<file path="src/rtl/ibuf_sram_writer.sv">
// Write-side sequencer for the 3-bank input-buffer SRAM: packs two picture lines per bank.
// Optional zero-padding column insertion is built only when IBUF_PAD_INSERT_EN is defined.
module ibuf_sram_writer #(
  parameter int AW    = 10,
  parameter int DW    = 128,
  parameter int NBANK = 3
) (
  input  logic            SYS_CLK,
  input  logic            SYS_NRST,
  input  logic            frame_start_i,
  input  logic [5:0]      pic_size_i,
  input  logic            padding_i,
  input  logic [DW-1:0]   in_data_i,
  input  logic            in_vld_i,
  output logic            in_rdy_o,
  input  logic            bank_release_i,
  output logic            wsram_start_o,
  output logic            wsram_2line_o,
  output logic [DW-1:0]   wdata_o,
  output logic            wdata_vld_o,
  output logic [AW+1:0]   waddr_o,
  output logic            frame_done_o,
  output logic            busy_o
);

  typedef enum logic [1:0] {IDLE, START, WRITE, DONE} state_e;

  localparam logic [1:0] CreditMax = 2'(NBANK);
  localparam logic [1:0] LastBank  = 2'(NBANK - 1);

  state_e          state_q;
  logic [5:0]      pic_q;
  logic [6:0]      linelen_q;
  logic [6:0]      col_q;
  logic [6:0]      lbase_q;
  logic [5:0]      row_q;
  logic            lb_q;
  logic [1:0]      bank_q;
  logic [1:0]      credit_q, credit_d;
  logic [DW-1:0]   wdata_q;
  logic [AW+1:0]   waddr_q;
  logic            wvld_q, w2line_q, wstart_q, fdone_q;

  logic line_end, last_row, take, close, pad_slot;

  assign line_end = (col_q == linelen_q - 7'd1);
  assign last_row = (row_q == pic_q - 6'd1);

`ifdef IBUF_PAD_INSERT_EN
  logic pad_q;
  assign pad_slot = pad_q & ((col_q == 7'd0) | line_end);
`else
  logic unused_padding;
  assign pad_slot       = 1'b0;
  assign unused_padding = padding_i;
`endif

  // A word is written when a credit is available and either an input beat or a pad slot is due.
  assign in_rdy_o = (state_q == WRITE) && (credit_q != 2'd0) && !pad_slot;
  assign take     = (state_q == WRITE) && (credit_q != 2'd0) && (pad_slot || in_vld_i);
  assign close    = take && line_end && (lb_q || last_row);

  assign wsram_start_o = wstart_q;
  assign wsram_2line_o = w2line_q;
  assign wdata_o       = wdata_q;
  assign wdata_vld_o   = wvld_q;
  assign waddr_o       = waddr_q;
  assign frame_done_o  = fdone_q;
  assign busy_o        = (state_q != IDLE);

  // A bank close and a release in the same cycle cancel out; releases saturate at NBANK.
  always_comb begin
    credit_d = credit_q;
    if (close && !bank_release_i) begin
      credit_d = credit_q - 2'd1;
    end else if (!close && bank_release_i && credit_q != CreditMax) begin
      credit_d = credit_q + 2'd1;
    end
  end

  always_ff @(posedge SYS_CLK or negedge SYS_NRST) begin
    if (!SYS_NRST) begin
      state_q   <= IDLE;
      pic_q     <= '0;
      linelen_q <= '0;
      col_q     <= '0;
      lbase_q   <= '0;
      row_q     <= '0;
      lb_q      <= 1'b0;
      bank_q    <= '0;
      credit_q  <= CreditMax;
      wdata_q   <= '0;
      waddr_q   <= '0;
      wvld_q    <= 1'b0;
      w2line_q  <= 1'b0;
      wstart_q  <= 1'b0;
      fdone_q   <= 1'b0;
`ifdef IBUF_PAD_INSERT_EN
      pad_q     <= 1'b0;
`endif
    end else begin
      credit_q <= credit_d;
      wstart_q <= 1'b0;
      fdone_q  <= 1'b0;
      wvld_q   <= take;
      w2line_q <= close;
      if (take) begin
        wdata_q <= pad_slot ? '0 : in_data_i;
        waddr_q <= {bank_q, AW'(lbase_q) + AW'(col_q)};
      end
      case (state_q)
        IDLE: begin
          if (frame_start_i && pic_size_i != 6'd0) begin
            pic_q    <= pic_size_i;
            col_q    <= '0;
            lbase_q  <= '0;
            row_q    <= '0;
            lb_q     <= 1'b0;
            wstart_q <= 1'b0 | 1'b1;
            state_q  <= START;
`ifdef IBUF_PAD_INSERT_EN
            pad_q     <= padding_i;
            linelen_q <= padding_i ? {1'b0, pic_size_i} + 7'd2 : {1'b0, pic_size_i};
`else
            linelen_q <= {1'b0, pic_size_i};
`endif
          end
        end
        START: state_q <= WRITE;
        WRITE: begin
          if (take) begin
            if (line_end) begin
              col_q <= '0;
              row_q <= row_q + 6'd1;
              if (close) begin
                lb_q    <= 1'b0;
                lbase_q <= '0;
                bank_q  <= (bank_q == LastBank) ? 2'd0 : bank_q + 2'd1;
              end else begin
                lb_q    <= 1'b1;
                lbase_q <= linelen_q;
              end
              if (last_row) state_q <= DONE;
            end else begin
              col_q <= col_q + 7'd1;
            end
          end
        end
        DONE: begin
          fdone_q <= 1'b1;
          state_q <= IDLE;
        end
        default: state_q <= IDLE;
      endcase
    end
  end

endmodule
</file>
<file path="config.mk">
export PLATFORM = sky130hd
export DESIGN_NAME = ibuf_sram_writer
export DESIGN_NICKNAME = d
export VERILOG_FILES = /design/src/rtl/ibuf_sram_writer.sv
export SDC_FILE = /design/constraint.sdc
export NUM_CORES = 1
export LEC_CHECK = 0
export ABC_CLOCK_PERIOD_IN_PS = 2400
export CAP_MARGIN = 20
export CORE_UTILIZATION = 50
export CTS_CLUSTER_SIZE = 28
export DETAILED_ROUTE_END_ITERATION = 10
export DONT_BUFFER_PORTS = 1
export PLACE_DENSITY = 0.68
export SLEW_MARGIN = 20
export SYNTH_ARGS = -nofsm -noshare
export SYNTH_HDL_FRONTEND = slang
export SYNTH_SLANG_ARGS = --single-unit
</file>
<file path="constraint.sdc">
create_clock -name SYS_CLK -period 2.4 [get_ports SYS_CLK]
set_input_delay 0.36 -clock SYS_CLK [delete_from_list [all_inputs] [get_ports SYS_CLK]]
set_output_delay 0.36 -clock SYS_CLK [all_outputs]
set_load 0.01 [all_outputs]
</file>
==> flow_summary.json <==
{
  "initial_utilization": 0.510,
  "p_per_cell_area_nw_per_um2": 1410,
  "setup_viol": 0,
  "async_flop_share": 1.00,
  "synth.area.top_cells": "dfrtp_1, nand2_1, ha_1, xor2_1, clkbuf_1",
  "tritoncts": "yes",
  "vias_in_the_first_global_route": 5064,
  "dieArea_sq_um": 15300,
  "syn_area_per_cell_sq_um": 9.02,
  "dpl.hpwl_um": 12300,
  "gpl.final_weighted_congestion": 0.829,
  "post-place-cells": 988,
  "synthesis.yosys.warnings": 0,
  "finalCriticalPeriod_ns": 2.35,
  "ant_nets": 0,
  "placed_area_sq_um": 7650,
  "clk_latency_ns": 0.42,
  "residual_overflow_from_global_routing": 0,
  "yosys-top-cells-count": "nand2_1, dfrtp_1, clkbuf_1, o21ai_0, inv_1",
  "placementRows": 44,
  "critPathLaunchType": "flop",
  "io-pin-count": 286,
  "worst-path-max-fanout": 7,
  "placeable_core_area_sq_um": 14500,
  "cts-root-buf": "clkbuf_16",
  "period_share": 0.977,
  "ys_seq_elements": 174,
  "synth_edf_count": 0,
  "rsz_0062_raised_after_global_routing": "yes",
  "total_power_mw": 11.8,
  "drt_wl_total_um": 17600,
  "reg2regPathDepth": 11,
  "n_antenna_cell": 0,
  "synth.distinct_cells": 49,
  "hold_violations": 174,
  "timing.critical_path.to_type": "flop",
  "critical_path.reg2reg.startpoint": "pic_q[1]$_DFFE_PN0P_",
  "grt_max_degree": 175,
  "worstSetupStartpoint": "pic_q[1]$_DFFE_PN0P_",
  "violations": "negative hold slack",
  "grt_first_pass_wirelength_um": 25500,
  "die_x_um": 124,
  "post-synth-top-count-cell": "nand2_1",
  "drt-initial-drc-count": 332,
  "final_design_area_no_fill_sq_um": 8410,
  "nNetsFinal": 983,
  "finish.cell_count_without_fillers": 1026,
  "sequential_to_total_area_share_from_yosys_stat": 0.590,
  "worst_ep_arrival_time_ns": 2.63,
  "clock_path_buffers": 2,
  "num_vias": 5489,
  "holdCritPathClass": "in -> async",
  "die_h_um": 124,
  "synth_top_cell_area_share": 0.583,
  "port_buffers": 0,
  "synth_cells": 819,
  "clkSlewWorstSetupHoldPaths_ns": 0.07,
  "finalHoldWorstSlack_ns": -0.367,
  "routed_via_density": 5.35,
  "irDropWorstVdd_mv": 0.716,
  "relSlewSlack": 0.523,
  "synthToLayoutAreaGrowth_pct": 13.9,
  "fin_skew_ns": 0.00542,
  "sinks_on_clock_net": 174,
  "worstPathRequired_ns": 2.69,
  "syn_area_sq_um": 7380,
  "cell_type_contributing_the_most_total_cell_area_after_synthesis": "dfrtp_1",
  "synthFlopType": "dfrtp_1",
  "outcome": "finished with violations",
  "cts_buffers": 17,
  "grt_usage": 0.221,
  "cts_max_level": 4,
  "final_max_slew_viol_count": 0,
  "timing_worst_setup_path_type": "reg -> reg",
  "antenna_found_initial": 0,
  "reg2reg_setup_slack_ns": 0.05,
  "fmax_ghz": 0.426,
  "tightestPinTransition_ns": 0.715,
  "max_cap_violations": 0,
  "detailedRoute.firstPassIterationCount": 5,
  "p_leak_nw": 4.38,
  "drc": 0,
  "route.detailed.wl_per_inst_um": 17.2,
  "drive_above_1_share": 0.115,
  "final_core_utilization": 0.581
}
[critical path, stage by stage (launching register included)]
cell and delay, ns:
dfrtp_1 0.40, inv_2 0.10, ha_4 0.16, xor2_1 0.16, o32a_1 0.17, nand4_2 0.14
nor4_4 0.43, a31oi_4 0.19, buf_6 0.17, buf_6 0.12, o21ai_2 0.10, a21oi_1 0.07
[path summary, 6_finish.rpt]
| check | endpoint |
|---|---|
| worst max-delay path | row_q[3]$_DFFE_PN0P_ |
| worst min-delay path | wdata_o[72]$_DFFE_PN0P_ |
| worst max register to register | row_q[3]$_DFFE_PN0P_ |
| worst min register to register | lb_q$_DFFE_PN0P_ |
| max in group asynchronous | credit_q[1]$_DFFE_PN1P_ |
| min in group SYS_CLK | wdata_o[14]$_DFFE_PN0P_ |
[state kept, by name, summed over array words and instances, names as in the netlist]
name,flops
wsram_start_o,1
row_q,6
waddr_o,10
lb_q,1
pic_q,6
wsram_2line_o,1
credit_q,2
frame_done_o,1
lbase_q,6
wdata_vld_o,1
col_q,7
bank_q,2
state_q,2
wdata_o,128
[cells in the final DEF, fill, tap and decap left out, types with 3 or more instances in the layout]
cell type,instances
ha_1,12
inv_1,17
buf_4,24
o32a_1,3
or3_1,3
o31ai_1,7
nor2_1,16
dfrtp_1,172
buf_6,4
nand2_1,424
xor2_1,14
nand4_1,3
clkbuf_16,17
a21oi_2,4
clkinvlp_4,3
inv_2,3
a21o_1,6
nand3_1,5
o21ai_0,21
xnor2_1,9
inv_6,5
a21oi_1,9
[per-stage QoR]
step | TNS (ns) | setup WS, ns
2_1_floorplan | 0 | 0.0288
3_3_place_gp | 0 | 0.0493
3_5_place_dp | -0.0907 | -0.0428
4_1_cts | 0 | 0.00861
5_1_grt | -0.390 | -0.0612
6_report | 0 | 0.0541
[repair_timing]
| item | CTS | global route |
|---|---|---|
| pin swaps | 1 | 19 |
| setup endpoints to repair | 11 | 19 |
| cloned | 0 | 0 |
| endpoints found under the hold margin | 174 | 174 |
| resized for setup | 3 | 31 |
| buffers inserted | 0 | 6 |
[where the power goes]
group	leakage [nW]	internal (mW)	switching [mW]
Sequential	2.21	4.15	1.51
Combinational	1.89	1.41	2.04
Clock	0.280	1.56	1.18
[final cells by class]
class | instances | area [sq um]
repair buffers | 29 | 253
multi-input cells | 586 | 2910
well taps | 184 | 230
clock inverters | 14 | 156
fillers | 1208 | 6060
inverters | 21 | 81.3
clock buffers | 18 | 429
flip-flops and latches | 174 | 4360
[layer usage]
| metal | GRT usage | vias to the layer above | wire, um |
|---|---|---|---|
| met3 | 0.0673 | 26 | 1200 |
| met1 | 0.256 | 2659 | 6950 |
| met2 | 0.389 | 216 | 9140 |
| li1 | - | 2588 | - |
| met4 | 0.0700 | 0 | 304 |
| met5 | 0 | - | 0 |
[cells by family (layout without fill, tap and decap cells)]
family	count (synthesis)	after routing	share of synthesized area
and+or+nand+nor	479	479	0.260
muxes	3	3	0.00441
DFF	174	174	0.590
xor gates and xnor gates	25	25	0.0297
AOI/OAI and AO/OA	63	63	0.0574
other	1	2	0.000508
buffers and inverters	60	82	0.0329
adders and majority gates	14	14	0.0247
Power figures use the tool's default switching activity.
